[config.mk]
export PLATFORM = sky130hd
export DESIGN_NAME = poci_arbiter
export DESIGN_NICKNAME = d
export VERILOG_FILES = /design/src/rtl/pk_poci.sv /design/src/rtl/poci_rr_arb2.sv /design/src/rtl/poci_arbiter.sv
export SDC_FILE = /design/constraint.sdc
export NUM_CORES = 1
export LEC_CHECK = 0
export CORE_ASPECT_RATIO = 0.8
export CORE_MARGIN = 1
export CORE_UTILIZATION = 38
export CTS_BUF_LIST = sky130_fd_sc_hd__clkbuf_4 sky130_fd_sc_hd__clkbuf_8
export DETAILED_ROUTE_END_ITERATION = 10
export PLACE_DENSITY = 0.83
export SYNTH_ARGS = -nofsm -noshare
export SYNTH_HDL_FRONTEND = slang
export SYNTH_SLANG_ARGS = --single-unit
[constraint.sdc]
create_clock -name clk -period 2.3 [get_ports clk]
set_input_delay 0.23 -clock clk [delete_from_list [all_inputs] [get_ports clk]]
set_output_delay 0.23 -clock clk [all_outputs]
set_load 0.02 [all_outputs]
[src/rtl/pk_poci.sv]
// Shared POCI types and constants for the peripheral bus arbiter.
// Holds the arbiter state enum, the request/response bundles and the region tag.
package pk_poci;

  typedef enum logic [2:0] {
    IDLE,
    SETUP,
    ACCESS,
    RESP,
    DECERR
  } poci_arb_state_t;

  typedef struct packed {
    logic [31:0] addr;
    logic        write;
    logic [31:0] wdata;
  } poci_req_t;

  typedef struct packed {
    logic [31:0] rdata;
    logic        err;
  } poci_rsp_t;

  localparam logic [3:0] region_hi = 4'h8;

endpackage

[src/rtl/poci_rr_arb2.sv]
// Two-way round-robin grant logic; pointer advances past the winner on update.
// Ports: clk, reset (sync, active-high), req[1:0], update -> one-hot gnt[1:0].
module poci_rr_arb2 (
  input  logic       clk,
  input  logic       reset,
  input  logic [1:0] req,
  input  logic       update,
  output logic [1:0] gnt
);

  // ptr_q = 1 means m1 wins a tie
  logic ptr_q;
  logic ptr_d;

  always_comb begin
    gnt = req;
    if (req == 2'b11) begin
      gnt = ptr_q ? 2'b10 : 2'b01;
    end
    ptr_d = ptr_q;
    if (update && (gnt != 2'b00)) begin
      ptr_d = gnt[0];
    end
  end

  always_ff @(posedge clk) begin
    if (reset) begin
      ptr_q <= 1'b0;
    end else begin
      ptr_q <= ptr_d;
    end
  end

endmodule

[src/rtl/poci_arbiter.sv]
// Shares the POCI bus between m0 (core) and m1 (debug); sequences setup/access.
// Ports: mN_* requester side, p* POCI side. Macro POCI_ARB_TIMEOUT_EN adds an access timeout.
module poci_arbiter
  import pk_poci::*;
#(
  parameter logic [3:0]  REGION_HI = region_hi,
  parameter int unsigned TIMEOUT   = 16
) (
  input  logic        clk,
  input  logic        reset,
  input  logic        m0_req,
  input  logic [31:0] m0_addr,
  input  logic        m0_write,
  input  logic [31:0] m0_wdata,
  output logic        m0_gnt,
  output logic        m0_rvalid,
  output logic [31:0] m0_rdata,
  output logic        m0_err,
  input  logic        m1_req,
  input  logic [31:0] m1_addr,
  input  logic        m1_write,
  input  logic [31:0] m1_wdata,
  output logic        m1_gnt,
  output logic        m1_rvalid,
  output logic [31:0] m1_rdata,
  output logic        m1_err,
  output logic [31:0] paddr,
  output logic        pwrite,
  output logic        psel,
  output logic        penable,
  output logic [31:0] pwdata,
  input  logic [31:0] prdata,
  input  logic        pready,
  input  logic        pslverr
);

  poci_arb_state_t state_q, state_d;
  poci_req_t       req_q, req_d, req_in;
  poci_rsp_t       rsp_q, rsp_d;
  logic            owner_q, owner_d;
  logic            psel_q, psel_d;
  logic            penable_q, penable_d;
  logic [1:0]      rvalid_q, rvalid_d;
  logic [1:0]      err_q, err_d;
  logic [1:0]      arb_req, arb_gnt;
  logic            take;

`ifdef POCI_ARB_TIMEOUT_EN
  localparam logic [15:0] TO_LAST = 16'(TIMEOUT - 1);
  logic [15:0] cnt_q, cnt_d;
`else
  logic unused_timeout;
  assign unused_timeout = |TIMEOUT;
`endif

  // Requests are only considered in IDLE, never while reset is held
  assign arb_req = (state_q == IDLE && !reset) ? {m1_req, m0_req} : 2'b00;
  assign take    = |arb_gnt;
  assign m0_gnt  = arb_gnt[0];
  assign m1_gnt  = arb_gnt[1];

  poci_rr_arb2 u_arb (
    .clk    (clk),
    .reset  (reset),
    .req    (arb_req),
    .update (take),
    .gnt    (arb_gnt)
  );

  assign req_in = arb_gnt[1] ? '{m1_addr, m1_write, m1_wdata}
                             : '{m0_addr, m0_write, m0_wdata};

  always_comb begin
    state_d = state_q;
    req_d   = req_q;
    rsp_d   = rsp_q;
    owner_d = owner_q;
`ifdef POCI_ARB_TIMEOUT_EN
    cnt_d   = cnt_q;
`endif
    unique case (state_q)
      IDLE: begin
        if (take) begin
          req_d   = req_in;
          owner_d = arb_gnt[1];
          if (req_in.addr[31:28] == REGION_HI) begin
            state_d = SETUP;
          end else begin
            state_d = DECERR;
            rsp_d   = '{32'h0, 1'b1};
          end
        end
      end
      SETUP: begin
        state_d = ACCESS;
`ifdef POCI_ARB_TIMEOUT_EN
        cnt_d   = '0;
`endif
      end
      ACCESS: begin
        if (pready) begin
          rsp_d   = '{prdata, pslverr};
          state_d = RESP;
        end
`ifdef POCI_ARB_TIMEOUT_EN
        else if (cnt_q == TO_LAST) begin
          rsp_d   = '{32'h0, 1'b1};
          state_d = RESP;
        end else begin
          cnt_d = cnt_q + 16'd1;
        end
`endif
      end
      RESP:    state_d = IDLE;
      DECERR:  state_d = IDLE;
      default: state_d = IDLE;
    endcase

    // Outputs are registered from the next state
    psel_d    = (state_d == SETUP) || (state_d == ACCESS);
    penable_d = (state_d == ACCESS);
    rvalid_d  = 2'b00;
    err_d     = 2'b00;
    if (state_d == RESP || state_d == DECERR) begin
      rvalid_d = owner_d ? 2'b10 : 2'b01;
      err_d    = rsp_d.err ? rvalid_d : 2'b00;
    end
  end

  always_ff @(posedge clk) begin
    if (reset) begin
      state_q   <= IDLE;
      req_q     <= '0;
      rsp_q     <= '0;
      owner_q   <= 1'b0;
      psel_q    <= 1'b0;
      penable_q <= 1'b0;
      rvalid_q  <= 2'b00;
      err_q     <= 2'b00;
`ifdef POCI_ARB_TIMEOUT_EN
      cnt_q     <= '0;
`endif
    end else begin
      state_q   <= state_d;
      req_q     <= req_d;
      rsp_q     <= rsp_d;
      owner_q   <= owner_d;
      psel_q    <= psel_d;
      penable_q <= penable_d;
      rvalid_q  <= rvalid_d;
      err_q     <= err_d;
`ifdef POCI_ARB_TIMEOUT_EN
      cnt_q     <= cnt_d;
`endif
    end
  end

  assign paddr     = req_q.addr;
  assign pwrite    = req_q.write;
  assign pwdata    = req_q.wdata;
  assign psel      = psel_q;
  assign penable   = penable_q;
  assign m0_rvalid = rvalid_q[0];
  assign m1_rvalid = rvalid_q[1];
  assign m0_err    = err_q[0];
  assign m1_err    = err_q[1];
  assign m0_rdata  = rsp_q.rdata;
  assign m1_rdata  = rsp_q.rdata;

endmodule

==> flow_summary.json <==
{
  "peakVddDrop_mv": 0.408,
  "cellLeakagePower_nw": 2.98,
  "slew_headroom_pct": 46.6,
  "grt_setup_unrepaired": "false",
  "die_area_sq_um": 13100,
  "nets": 938,
  "holdBufCountCts": 0,
  "areaGrowthSynthToFinish_pct": 60.0,
  "syn_nets": 718,
  "cts_made_buffers": 9,
  "h-tree-depth": 3,
  "layout_common_cells": "clkdlybuf4s50_1 (301), nand2_1 (134), dfxtp_1 (109)",
  "run_status": "completed",
  "core_area_sq_um": 12300,
  "rows": 36,
  "grt-ovfl-total": 0,
  "r2r_setup_slack_ns": 0.30,
  "hold_viol_final": 0,
  "wl_um": 14800,
  "synth.avg_cell_area_sq_um": 8.76,
  "required_ns": 2.07,
  "fmax_mhz": 500,
  "tns_ns": 0,
  "yosysUniqueCellTypes": 36,
  "antenna_found_initial": 0,
  "maxCapViolations": 0,
  "place_area_sq_um": 7500,
  "fin_crit_sh_pct": 86.9,
  "setup_viol": 0,
  "grtUsageTotal_pct": 21.6,
  "cts-root-buf": "clkbuf_8",
  "period_minus_slack_ns": 2.00,
  "clock_latency_ns": 0.37,
  "io_pins": 305,
  "start_util_pct": 39.3,
  "clk_pin_slew_ns": 0.10,
  "yosysTopAreaCellShare_pct": 45.3,
  "ys_seq_area_share_pct": 45.3,
  "via_per_inst": 5.04,
  "synth_cells": 550,
  "yosys_warnings": 0,
  "clk_path_buf_depth": 2,
  "critPathArrivalTime_ns": 1.77,
  "tightestPinTransition_ns": 0.801,
  "cp_max_fo": 5,
  "first_pass_iters": 4,
  "die_h_um": 103,
  "skew_ns": 0.0106,
  "hold_path_class": "in2reg",
  "die_w_um": 128,
  "cts_tree": "done",
  "syn_area_sq_um": 4820,
  "report.final.slew_viol_count": 0,
  "drc": 0,
  "synth_area_leaders": "dfxtp_1 (45%), a311oi_1 (12%), buf_4 (10%)",
  "grt_pass1_vias": 4461,
  "crit_type": "reg2out",
  "hold_slack_ns": 0.403,
  "io_buffers": 304,
  "num-fill-cells": 1052,
  "final_area_sq_um": 7710,
  "cellPowerDensity_nw_per_um2": 574,
  "critPathLaunchType": "flop",
  "vias": 4772,
  "first_iter_violations": 225,
  "grt_start_max_net_pins": 74,
  "mostFrequentLayoutCell": "clkdlybuf4s50_1",
  "cp-end-kind": "output port",
  "antennaDiodeCount": 0,
  "gp_congestion": 0.815,
  "post_drt_wl_per_cell_um": 15.7,
  "drive_above_1_share_pct": 7.48,
  "clock-sinks": 109,
  "dpl.hpwl_um": 11000,
  "synth_area_leader_cell": "dfxtp_1",
  "antenna_left": 0,
  "ys_seq_elements": 109,
  "grt_pass1_wl_um": 22200
}
-- cell type report --
type	count	area [sq um]	area share, %
Clock buffer	12	159	2.06
Clock inverter	4	32.5	0.422
Inverter	5	18.8	0.243
Multi-Input combinational cell	326	1900	24.7
Sequential cell	109	2180	28.3
Tap cell	171	214	2.78
Timing Repair Buffer	319	3200	41.5
-- what timing repair did --
item / CTS / global route
resized for setup: 1 / 1
setup endpoints to repair: 2 / 1
pin swaps: 1 / 0
setup buffers: 2 / 0
-- sequential cells by signal, indices dropped and copies added, names as in the netlist --
| register | count |
|---|---|
| rsp_q | 1 |
| err_q | 2 |
| u_arb.ptr_q | 1 |
| m0_rdata | 32 |
| paddr | 32 |
| state_q | 3 |
| penable | 1 |
| pwrite | 1 |
| psel | 1 |
| rvalid_q | 2 |
| pwdata | 32 |
| owner_q | 1 |
-- logic make-up after synthesis --
family	synth area share [%]
buffers and inverters	15.5
multiplexers	0.208
XOR/XNOR	0.182
flip-flops	45.3
AND/OR/NAND/NOR	18.1
AO/OA/AOI/OAI	20.7
-- cell usage after synthesis --
| master | count |
|---|---|
| nor2_1 | 67 |
| clkbuf_1 | 28 |
| nand2b_1 | 1 |
| buf_8 | 3 |
| and2_1 | 1 |
| a21oi_1 | 2 |
| a32o_2 | 20 |
| and3b_1 | 1 |
| a21boi_0 | 1 |
| inv_1 | 4 |
| mux2i_1 | 1 |
| o21ai_1 | 1 |
| nand2_1 | 134 |
| nor4_4 | 1 |
| buf_6 | 2 |
| xnor2_1 | 1 |
| a32o_1 | 12 |
| o221ai_1 | 1 |
| or4b_1 | 1 |
| o21a_1 | 1 |
| nor4_1 | 1 |
| a221o_1 | 1 |
| dfxtp_1 | 109 |
| a211oi_1 | 1 |
| a311oi_1 | 66 |
| nand3_2 | 1 |
| buf_4 | 67 |
| and4_1 | 1 |
| o21ai_0 | 2 |
| nor3_1 | 2 |
| nor3b_1 | 2 |
| inv_2 | 1 |
| nand3_1 | 1 |
| buf_2 | 10 |
| a31o_2 | 1 |
| nand4bb_1 | 1 |
-- power breakdown --
part | switching [mW] | internal [mW]
clock network | 0.641 | 0.470
registers | 0.0709 | 2.03
logic | 0.580 | 0.637
total | 1.29 | 3.13
-- per-layer routing --
metal | track usage, % | wire length, um | vias up
met5 | 0 | 0 | -
met4 | 6.70 | 228 | 0
met3 | 7.21 | 1160 | 18
met2 | 39.4 | 7700 | 201
met1 | 24.1 | 5710 | 2225
li1 | - | - | 2328
-- through the flow --
| stage | total power [mW] | worst slack [ns] | std cells | util (%) |
|---|---|---|---|---|
| after floorplan | 2.70 | 0.465 | 550 | - |
| after global placement | 3.32 | 0.0691 | 928 | 61.2 |
| after detailed placement | 3.35 | 0.0366 | 928 | 61.2 |
| after CTS | 4.49 | 0.00229 | 946 | 62.9 |
| after global routing | 4.66 | 0.135 | 946 | 62.9 |
| final | 4.43 | 0.301 | 946 | 62.9 |
-- final timing paths --
kind | depth (start not counted) | from | end
max reg2reg | 6 | state_q[1] | paddr[12]
max | 4 | state_q[1] | m1_gnt
min reg2reg | 2 | paddr[21] | paddr[21]
min | 5 | reset | state_q[2]
-- critical path: stages, from the launching register on --
cell	delay [ns]
dfxtp_1	0.35
nor4_4	0.38
nand3_2	0.18
inv_2	0.13
dlygate4sd2_1	0.36
(Power assumes the default switching activity.)
